## src/rtl/led_scan_mux.sv

```systemverilog
// Time-multiplexed digit scanner feeding the BCD-to-7-segment decoder and common-anode enables.
// Optional build macro LEADING_ZERO_BLANK_EN suppresses leading zero digits (digit 0 always shown).
module led_scan_mux #(
    parameter int NUM_DIGITS   = 8,
    parameter int DIV_WIDTH    = 16,
    parameter int SCAN_DIV     = 50000,
    parameter int BLANK_CYCLES = 16
) (
    input  logic                            clk,
    input  logic                            rst_n,
    input  logic                            en,
    input  logic [4*NUM_DIGITS-1:0]         digits_bcd,
    input  logic [NUM_DIGITS-1:0]           digit_mask,
    input  logic [NUM_DIGITS-1:0]           dp_in,
    output logic [3:0]                      bcd,
    output logic [NUM_DIGITS-1:0]           dig_sel,
    output logic                            dp,
    output logic [$clog2(NUM_DIGITS)-1:0]   scan_idx,
    output logic                            frame_tick
);

    localparam int IW = $clog2(NUM_DIGITS);
    localparam logic [DIV_WIDTH-1:0] CNT_LAST  = DIV_WIDTH'(SCAN_DIV - 1);
    localparam logic [DIV_WIDTH-1:0] CNT_BLANK = DIV_WIDTH'(BLANK_CYCLES);
    localparam logic [IW-1:0]        IDX_LAST  = IW'(NUM_DIGITS - 1);

    typedef enum logic {
        BLANK = 1'b0,
        DRIVE = 1'b1
    } state_t;

    state_t                          state_q, state_d;
    logic [DIV_WIDTH-1:0]            cnt_q, cnt_d;
    logic [IW-1:0]                   idx_q, idx_d;
    logic                            active_q;
    logic                            load;
    logic [NUM_DIGITS-1:0][3:0]      digits_q, digits_d;
    logic [NUM_DIGITS-1:0]           mask_q, mask_d;
    logic [NUM_DIGITS-1:0]           dpm_q, dpm_d;
    logic [3:0]                      bcd_q, bcd_d;
    logic [NUM_DIGITS-1:0]           dig_sel_q, dig_sel_d;
    logic                            dp_q, dp_d;
    logic                            tick_q;
    logic                            lit;
`ifdef LEADING_ZERO_BLANK_EN
    logic [NUM_DIGITS-1:0]           lz_q, lz_d, lz_next;
    logic                            zero_run;
`endif

    // The first enabled cycle restarts the scan and loads a frame; later loads happen only at frame wrap.
    always_comb begin
        cnt_d = cnt_q;
        idx_d = idx_q;
        load  = 1'b0;
        if (!en) begin
            cnt_d = '0;
            idx_d = '0;
        end else if (!active_q) begin
            cnt_d = '0;
            idx_d = '0;
            load  = 1'b1;
        end else if (cnt_q == CNT_LAST) begin
            cnt_d = '0;
            if (idx_q == IDX_LAST) begin
                idx_d = '0;
                load  = 1'b1;
            end else begin
                idx_d = idx_q + 1'b1;
            end
        end else begin
            cnt_d = cnt_q + 1'b1;
        end
        digits_d = load ? digits_bcd : digits_q;
        mask_d   = load ? digit_mask : mask_q;
        dpm_d    = load ? dp_in      : dpm_q;
    end

`ifdef LEADING_ZERO_BLANK_EN
    // A digit is a leading zero when it and every higher digit of the incoming frame are zero.
    always_comb begin
        zero_run = 1'b1;
        lz_next  = '0;
        for (int i = NUM_DIGITS - 1; i >= 0; i--) begin
            zero_run   = zero_run && (digits_bcd[4*i +: 4] == 4'h0);
            lz_next[i] = zero_run;
        end
        lz_next[0] = 1'b0;
        lz_d = load ? lz_next : lz_q;
    end
`endif

    // Outputs are computed from next-state so the registered value lines up with the counter.
    always_comb begin
        state_d = (en && (cnt_d >= CNT_BLANK)) ? DRIVE : BLANK;
`ifdef LEADING_ZERO_BLANK_EN
        lit = (state_d == DRIVE) && mask_d[idx_d] && !lz_d[idx_d];
`else
        lit = (state_d == DRIVE) && mask_d[idx_d];
`endif
        bcd_d     = lit ? digits_d[idx_d] : 4'hF;
        dig_sel_d = lit ? ~({{(NUM_DIGITS-1){1'b0}}, 1'b1} << idx_d) : '1;
        dp_d      = lit ? ~dpm_d[idx_d] : 1'b1;
    end

    always_ff @(posedge clk or negedge rst_n) begin
        if (!rst_n) begin
            state_q   <= BLANK;
            cnt_q     <= '0;
            idx_q     <= '0;
            active_q  <= 1'b0;
            digits_q  <= '0;
            mask_q    <= '0;
            dpm_q     <= '0;
            bcd_q     <= 4'hF;
            dig_sel_q <= '1;
            dp_q      <= 1'b1;
            tick_q    <= 1'b0;
`ifdef LEADING_ZERO_BLANK_EN
            lz_q      <= '0;
`endif
        end else begin
            state_q   <= state_d;
            cnt_q     <= cnt_d;
            idx_q     <= idx_d;
            active_q  <= en;
            digits_q  <= digits_d;
            mask_q    <= mask_d;
            dpm_q     <= dpm_d;
            bcd_q     <= bcd_d;
            dig_sel_q <= dig_sel_d;
            dp_q      <= dp_d;
            tick_q    <= load;
`ifdef LEADING_ZERO_BLANK_EN
            lz_q      <= lz_d;
`endif
        end
    end

    assign bcd        = bcd_q;
    assign dig_sel    = dig_sel_q;
    assign dp         = dp_q;
    assign scan_idx   = idx_q;
    assign frame_tick = tick_q;

endmodule
```

## config.mk

```make
export PLATFORM = sky130hd
export DESIGN_NAME = led_scan_mux
export DESIGN_NICKNAME = d
export VERILOG_FILES = /design/src/rtl/led_scan_mux.sv
export SDC_FILE = /design/constraint.sdc
export NUM_CORES = 1
export LEC_CHECK = 0
export ABC_AREA = 1
export ABC_CLOCK_PERIOD_IN_PS = 6400
export BUFFER_PORTS_ARGS = -buffer_cell sky130_fd_sc_hd__buf_2
export CAP_MARGIN = 10
export CORE_AREA = 10 10 113 115
export DETAILED_ROUTE_END_ITERATION = 16
export DIE_AREA = 0 0 123 125
export SYNTH_ARGS = -nofsm -noshare
export SYNTH_HDL_FRONTEND = slang
export SYNTH_SLANG_ARGS = --single-unit
```

## constraint.sdc

```tcl
create_clock -name clk -period 6.4 [get_ports clk]
set_clock_uncertainty 0.2 [all_clocks]
set_input_delay 1.28 -clock clk [delete_from_list [all_inputs] [get_ports clk]]
set_output_delay 1.28 -clock clk [all_outputs]
set_load 0.02 [all_outputs]
```

==> results.cfg, run 1 <==
[run_status]
status = completed

[floorplanning]
die_x_um = 123
die_area_um2 = 15400
core_area_um2 = 10600
dieHeight_um = 125
num_io_pins = 68
start_util = 0.386
rows = 38

[synth]
synth_area_um2 = 4090
syn_avg_cell_area_um2 = 7.65
synth_cell_types = 31
synth-edff-count = 0
yosysSeqAreaShare = 0.505
synth.yosys.warnings = 0
ys.flop_type = dfrtp_1
synthCells = 535
synthArstFlopShare = 1.00
yosys-top-cells-count = 182 x nand2_1, 69 x dfrtp_1, 69 x inv_1
synth_area_leaders = dfrtp_1 42%, nand2_1 17%, dfstp_2 8.3%
ys_ff_latch = 82
synth_top_area_share = 0.422
syn-num-nets = 589
synth.largest_area_cell = dfrtp_1
synth.most_common_cell = nand2_1

[cells_and_area]
multi_input_area_um2 = 1640
nets = 650
post-route-cell-area_um2 = 4710
n_fill_cell = 1087
drive_gt1_frac = 0.200
ff_latch_area_um2 = 2070
area_growth_pct = 15.0
antenna_cells = 0

[routing]
wl_um = 10300
drc = 0
first_pass_iters = 5
post_drt_wl_per_cell_um = 13.9
ant_nets = 0
first_iter_violations = 217
via_per_inst = 4.64
via_count = 3440

[clock_network]
ctsResizeCount = 0
post_cts_buffers = 0
path_clk_slew_ps = 80
ctsLongestPathBuffers = 2
htreeDepth = 3
cts_tree = done
insertion_delay_ps = 360
hold_buffers = 0
numCtsBuffers = 9
cts_root_buf = clkbuf_8
clock_sinks = 82

[critical_path]
path_max_fanout = 27
cp-start-kind = primary input
arrival_ps = 3540
worst-endpoint-required_ps = 6470
critical_path_class = primary input to register
end_kind = register

[timing]
setup-tns-final_ps = 0
drv_slew = 0
worst_slew_pin_slew_ps = 1050
finalWorstSetupSlack_ps = 2920
finalHoldViolations = 0
period_share = 0.543
rsz0062_at_grt = no
min_period_ps = 3480
fmax_mhz = 288
timing.slew.headroom = 0.301
hold_slack_ps = 259
setup_violations = 0

[place]
hpwl_um = 7610
place_congestion = 0.821
dp_slack_ps = 2530
postPlaceCellArea_um2 = 4500
portBuffers = 67

[flow_run]
cap_viol_max_count = 0

[global_route]
track_usage = 0.140
grt_pass1_vias = 3447
gr-usage-met1 = 0.197
overflow = 0
met2_usage = 0.200
grt_first_pass_wirelength_um = 17300
antenna_found_initial = 0
grt_use_met3 = 0.0369
grt_start_max_net_pins = 83
busiest_layer = met2

[power_and_ir_drop]
power.density_nw_per_um2 = 231
vdd_drop_max_uv = 91.5
leakagePower_nw = 2.60

[min_path]
min_path_type = register to register
==> flip-flops by register name, summed over array words and instances (netlist names) <==
signal / cells
dig_sel: 8
active_q: 1
cnt_q: 16
scan_idx: 3
digits_q: 32
dpm_q: 8
frame_tick: 1
bcd: 4
dp: 1
mask_q: 8
==> critical path, stage by stage <==
cell,delay [ps]
buf_2,420
nand2_1,100
inv_1,150
o21ai_0,110
nor2_1,710
inv_1,340
a21oi_1,200
nand2_1,70
nand2_1,70
nand3_1,80
==> worst paths after layout <==
path                             start         to  slack [ps]  depth (start not counted)
max in group asynchronous        rst_n   dpm_q[3]        4420                          1
min reg2reg                   cnt_q[0]   cnt_q[0]         260                          1
max                                 en     bcd[3]        2920                         10
min in group asynchronous        rst_n  cnt_q[12]         880                          1
max reg2reg                scan_idx[0]     bcd[3]        3140                         13
min                           cnt_q[0]   cnt_q[0]         260                          1
==> area by class of cell <==
class                      instances  share of cell area
sequential                        82               0.439
multi-input combinational        361               0.348
timing repair buffer              67              0.0718
inverter                          75              0.0601
tap                              140              0.0372
clock buffer                      12              0.0330
clock inverter                     4              0.0106
==> cell usage in the layout (no fill, tap or decap), drive strengths merged <==
cell type,count
nand3b,10
buf,67
nor3b,1
a21oi,11
xor2,2
nor2,75
clkbuf,12
dfstp,13
clkinv,3
nor3,1
bufinv,1
a31o,1
nand4,2
ha,3
clkinvlp,2
dfrtp,69
inv,73
or2,1
o21bai,2
o21ai,11
a21o,1
xnor2,1
nand3,50
nand2,189
==> where the power goes <==
group	total, W	internal [W]	switching [W]
Sequential	0.000568	0.000557	0.0000110
Combinational	0.000126	0.0000418	0.0000845
Clock	0.000394	0.000201	0.000192
==> per-stage QoR <==
stage,utilization,power (W),cells
floorplan,-,0.000655,535
global placement,0.425,0.000701,725
detailed placement,0.425,0.000705,725
CTS,0.444,0.00110,741
global route,0.444,0.00114,741
finish,0.444,0.00109,741
==> cells by family (layout without fill, tap and decap cells) <==
group / count (synthesis) / count (layout) / synth area share
AND/OR/NAND/NOR: 329 / 329 / 0.350
XOR/XNOR: 3 / 3 / 0.00642
adder cells (fa/ha/maj): 3 / 3 / 0.00917
AO/OA/AOI/OAI: 26 / 26 / 0.0345
buffers and inverters: 92 / 158 / 0.0945
flip-flops: 82 / 82 / 0.505
==> per-layer routing <==
metal,part of all wire,up-vias
met3,0.064,14
met4,0.015,0
met2,0.43,98
li1,-,1758
met5,0,-
met1,0.49,1570
Note: power is estimated with default switching activity, not from simulation.
==> inputs of run 2 (changes only) <==
--- a/config.mk
+++ b/config.mk
@@ -6,7 +6,7 @@
 export NUM_CORES = 1
 export LEC_CHECK = 0
 export ABC_AREA = 1
-export ABC_CLOCK_PERIOD_IN_PS = 6400
+export ABC_CLOCK_PERIOD_IN_PS = 3500
 export BUFFER_PORTS_ARGS = -buffer_cell sky130_fd_sc_hd__buf_2
 export CAP_MARGIN = 10
 export CORE_AREA = 10 10 113 115
==> constraint.sdc (replaced) <==
create_clock -name clk -period 3.5 [get_ports clk]
set_clock_uncertainty 0.2 [all_clocks]
set_input_delay 0.7 -clock clk [delete_from_list [all_inputs] [get_ports clk]]
set_output_delay 0.7 -clock clk [all_outputs]
set_load 0.02 [all_outputs]
==> run 2 against run 1 <==
Against the previous run: final cell count is 0.54% higher; combinational power is 83% higher; clock power is 89% higher; global-route usage is 0.59 points lower; die area stayed put; sequential share of layout area is 0.37 points lower.
==> results.cfg, run 2 (synthesized netlist as in run 1, its figures left out) <==
[routing]
first_pass_iters = 4
first_iter_violations = 191
ant_nets = 0
drc = 0
via_per_inst = 4.57
wl_um = 9980
via_count = 3403
post_drt_wl_per_cell_um = 13.4

[critical_path]
reg2reg_to = bcd[1]
arrival_ps = 2950
path_max_fanout = 13
worstRegToRegCells = 13
reg2reg_slack_ps = 640
critical_path_class = register to register
end_kind = register
cp-start-kind = register
worst-endpoint-required_ps = 3590
r2r-start = cnt_q[0]

[floorplanning]
rows = 38
start_util = 0.386
core_area_um2 = 10600
die_area_um2 = 15400
num_io_pins = 68
die_x_um = 123
dieHeight_um = 125

[power_and_ir_drop]
seqPwrFrac = 0.515
vdd_drop_max_uv = 204
power.density_nw_per_um2 = 424
p_sw_w = 0.000523
p_sw_frac = 0.260
clkPwrFrac = 0.370
power.internal_w = 0.00149
combPwrFrac = 0.115
leakagePower_nw = 2.64

[timing]
finalWorstSetupSlack_ps = 644
worst_slew_pin_slew_ps = 1030
fmax_mhz = 350
finalHoldViolations = 0
hold_slack_ps = 258
min_period_ps = 2860
rsz0062_at_grt = no
setup-tns-final_ps = 0
drv_slew = 0
period_share = 0.816
setup_violations = 0
timing.slew.headroom = 0.311

[global_route]
overflow = 0
grt_start_max_net_pins = 83
grt_pass1_vias = 3328
antenna_found_initial = 0
grt_first_pass_wirelength_um = 16500
track_usage = 0.134

[place]
dp_slack_ps = 495
portBuffers = 67
numPlacedInstances = 729
place_congestion = 0.817
hpwl_um = 7510

[clock_network]
ctsResizeCount = 0
path_clk_slew_ps = 80
hold_buffers = 0
cts_root_buf = clkbuf_8
ctsLongestPathBuffers = 2
insertion_delay_ps = 360
numCtsBuffers = 9
htreeDepth = 3
post_cts_buffers = 0
clock_sinks = 82
cts_tree = done

[run_status]
status = completed

[cells_and_area]
registers.top_by_ff_count = digits_q
nets = 654
final_common_cell = nand2_1
largest_register_ffs = 32
final_cell_mix = 182 x nand2_1, 69 x inv_1, 69 x dfrtp_1
antenna_cells = 0
fin_cells = 745
area_growth_pct = 16.0
drive_gt1_frac = 0.205
top_regs = digits_q: 32 flops, cnt_q: 16 flops

[flow_run]
cap_viol_max_count = 0

[min_path]
min_to = cnt_q[0]
min_from = cnt_q[0]
min_path_type = register to register
holdPathStages = 1
-- run 2: worst max path at each step --
stage / to / cells after the start / startpoint
6_report: bcd[1] / 13 / cnt_q[0]
5_1_grt: bcd[1] / 13 / cnt_q[0]
4_1_cts: bcd[0] / 15 / cnt_q[0]
3_5_place_dp: bcd[1] / 12 / en
3_3_place_gp: dp / 12 / en
2_1_floorplan: dig_sel[4] / 13 / en
-- run 2: cell type report --
class / instances / area [um2]
clock buffer: 12 / 166
clock inverter: 4 / 48.8
fill: 1095 / 5860
inverter: 75 / 283
multi-input combinational: 361 / 1640
sequential: 82 / 2070
tap: 140 / 175
timing repair buffer: 71 / 368
-- run 2: through the flow --
stage	total power, W	utilization	cell area (um2)
5_1_grt	0.00211	0.448	4750
2_1_floorplan	0.00120	-	4090
3_3_place_gp	0.00128	0.427	4530
4_1_cts	0.00203	0.448	4750
3_5_place_dp	0.00129	0.427	4530
6_report	0.00201	0.448	4750
-- run 2: per-layer routing --
| metal | vias to the layer above | global-route usage | share of wire |
|---|---|---|---|
| met4 | 0 | 0.0418 | 0.014 |
| li1 | 1763 | - | - |
| met5 | - | 0 | 0 |
| met2 | 70 | 0.189 | 0.42 |
| met1 | 1560 | 0.190 | 0.50 |
| met3 | 10 | 0.0432 | 0.060 |
-- run 2: critical path, stage by stage, from the launching register on --
cell and delay, ps:
dfrtp_1 370, ha_1 210, nand3_2 140, nor2_2 190, nand3_2 130, nand2_1 140, nor2_4 80, nor2_1 710
inv_1 140, nor2_1 140, nor2_1 50, nand2_1 70, nand2_2 110, nand3_1 140
-- run 2: power groups by stage --
| stage | clock network (W) | logic [W] | registers [W] |
|---|---|---|---|
| 6_report | 0.000744 | 0.000230 | 0.00104 |
| 5_1_grt | 0.000803 | 0.000269 | 0.00104 |
| 4_1_cts | 0.000762 | 0.000235 | 0.00104 |
| 3_5_place_dp | 0 | 0.000234 | 0.00105 |
| 3_3_place_gp | 0 | 0.000230 | 0.00105 |
| 2_1_floorplan | 0 | 0.000147 | 0.00105 |
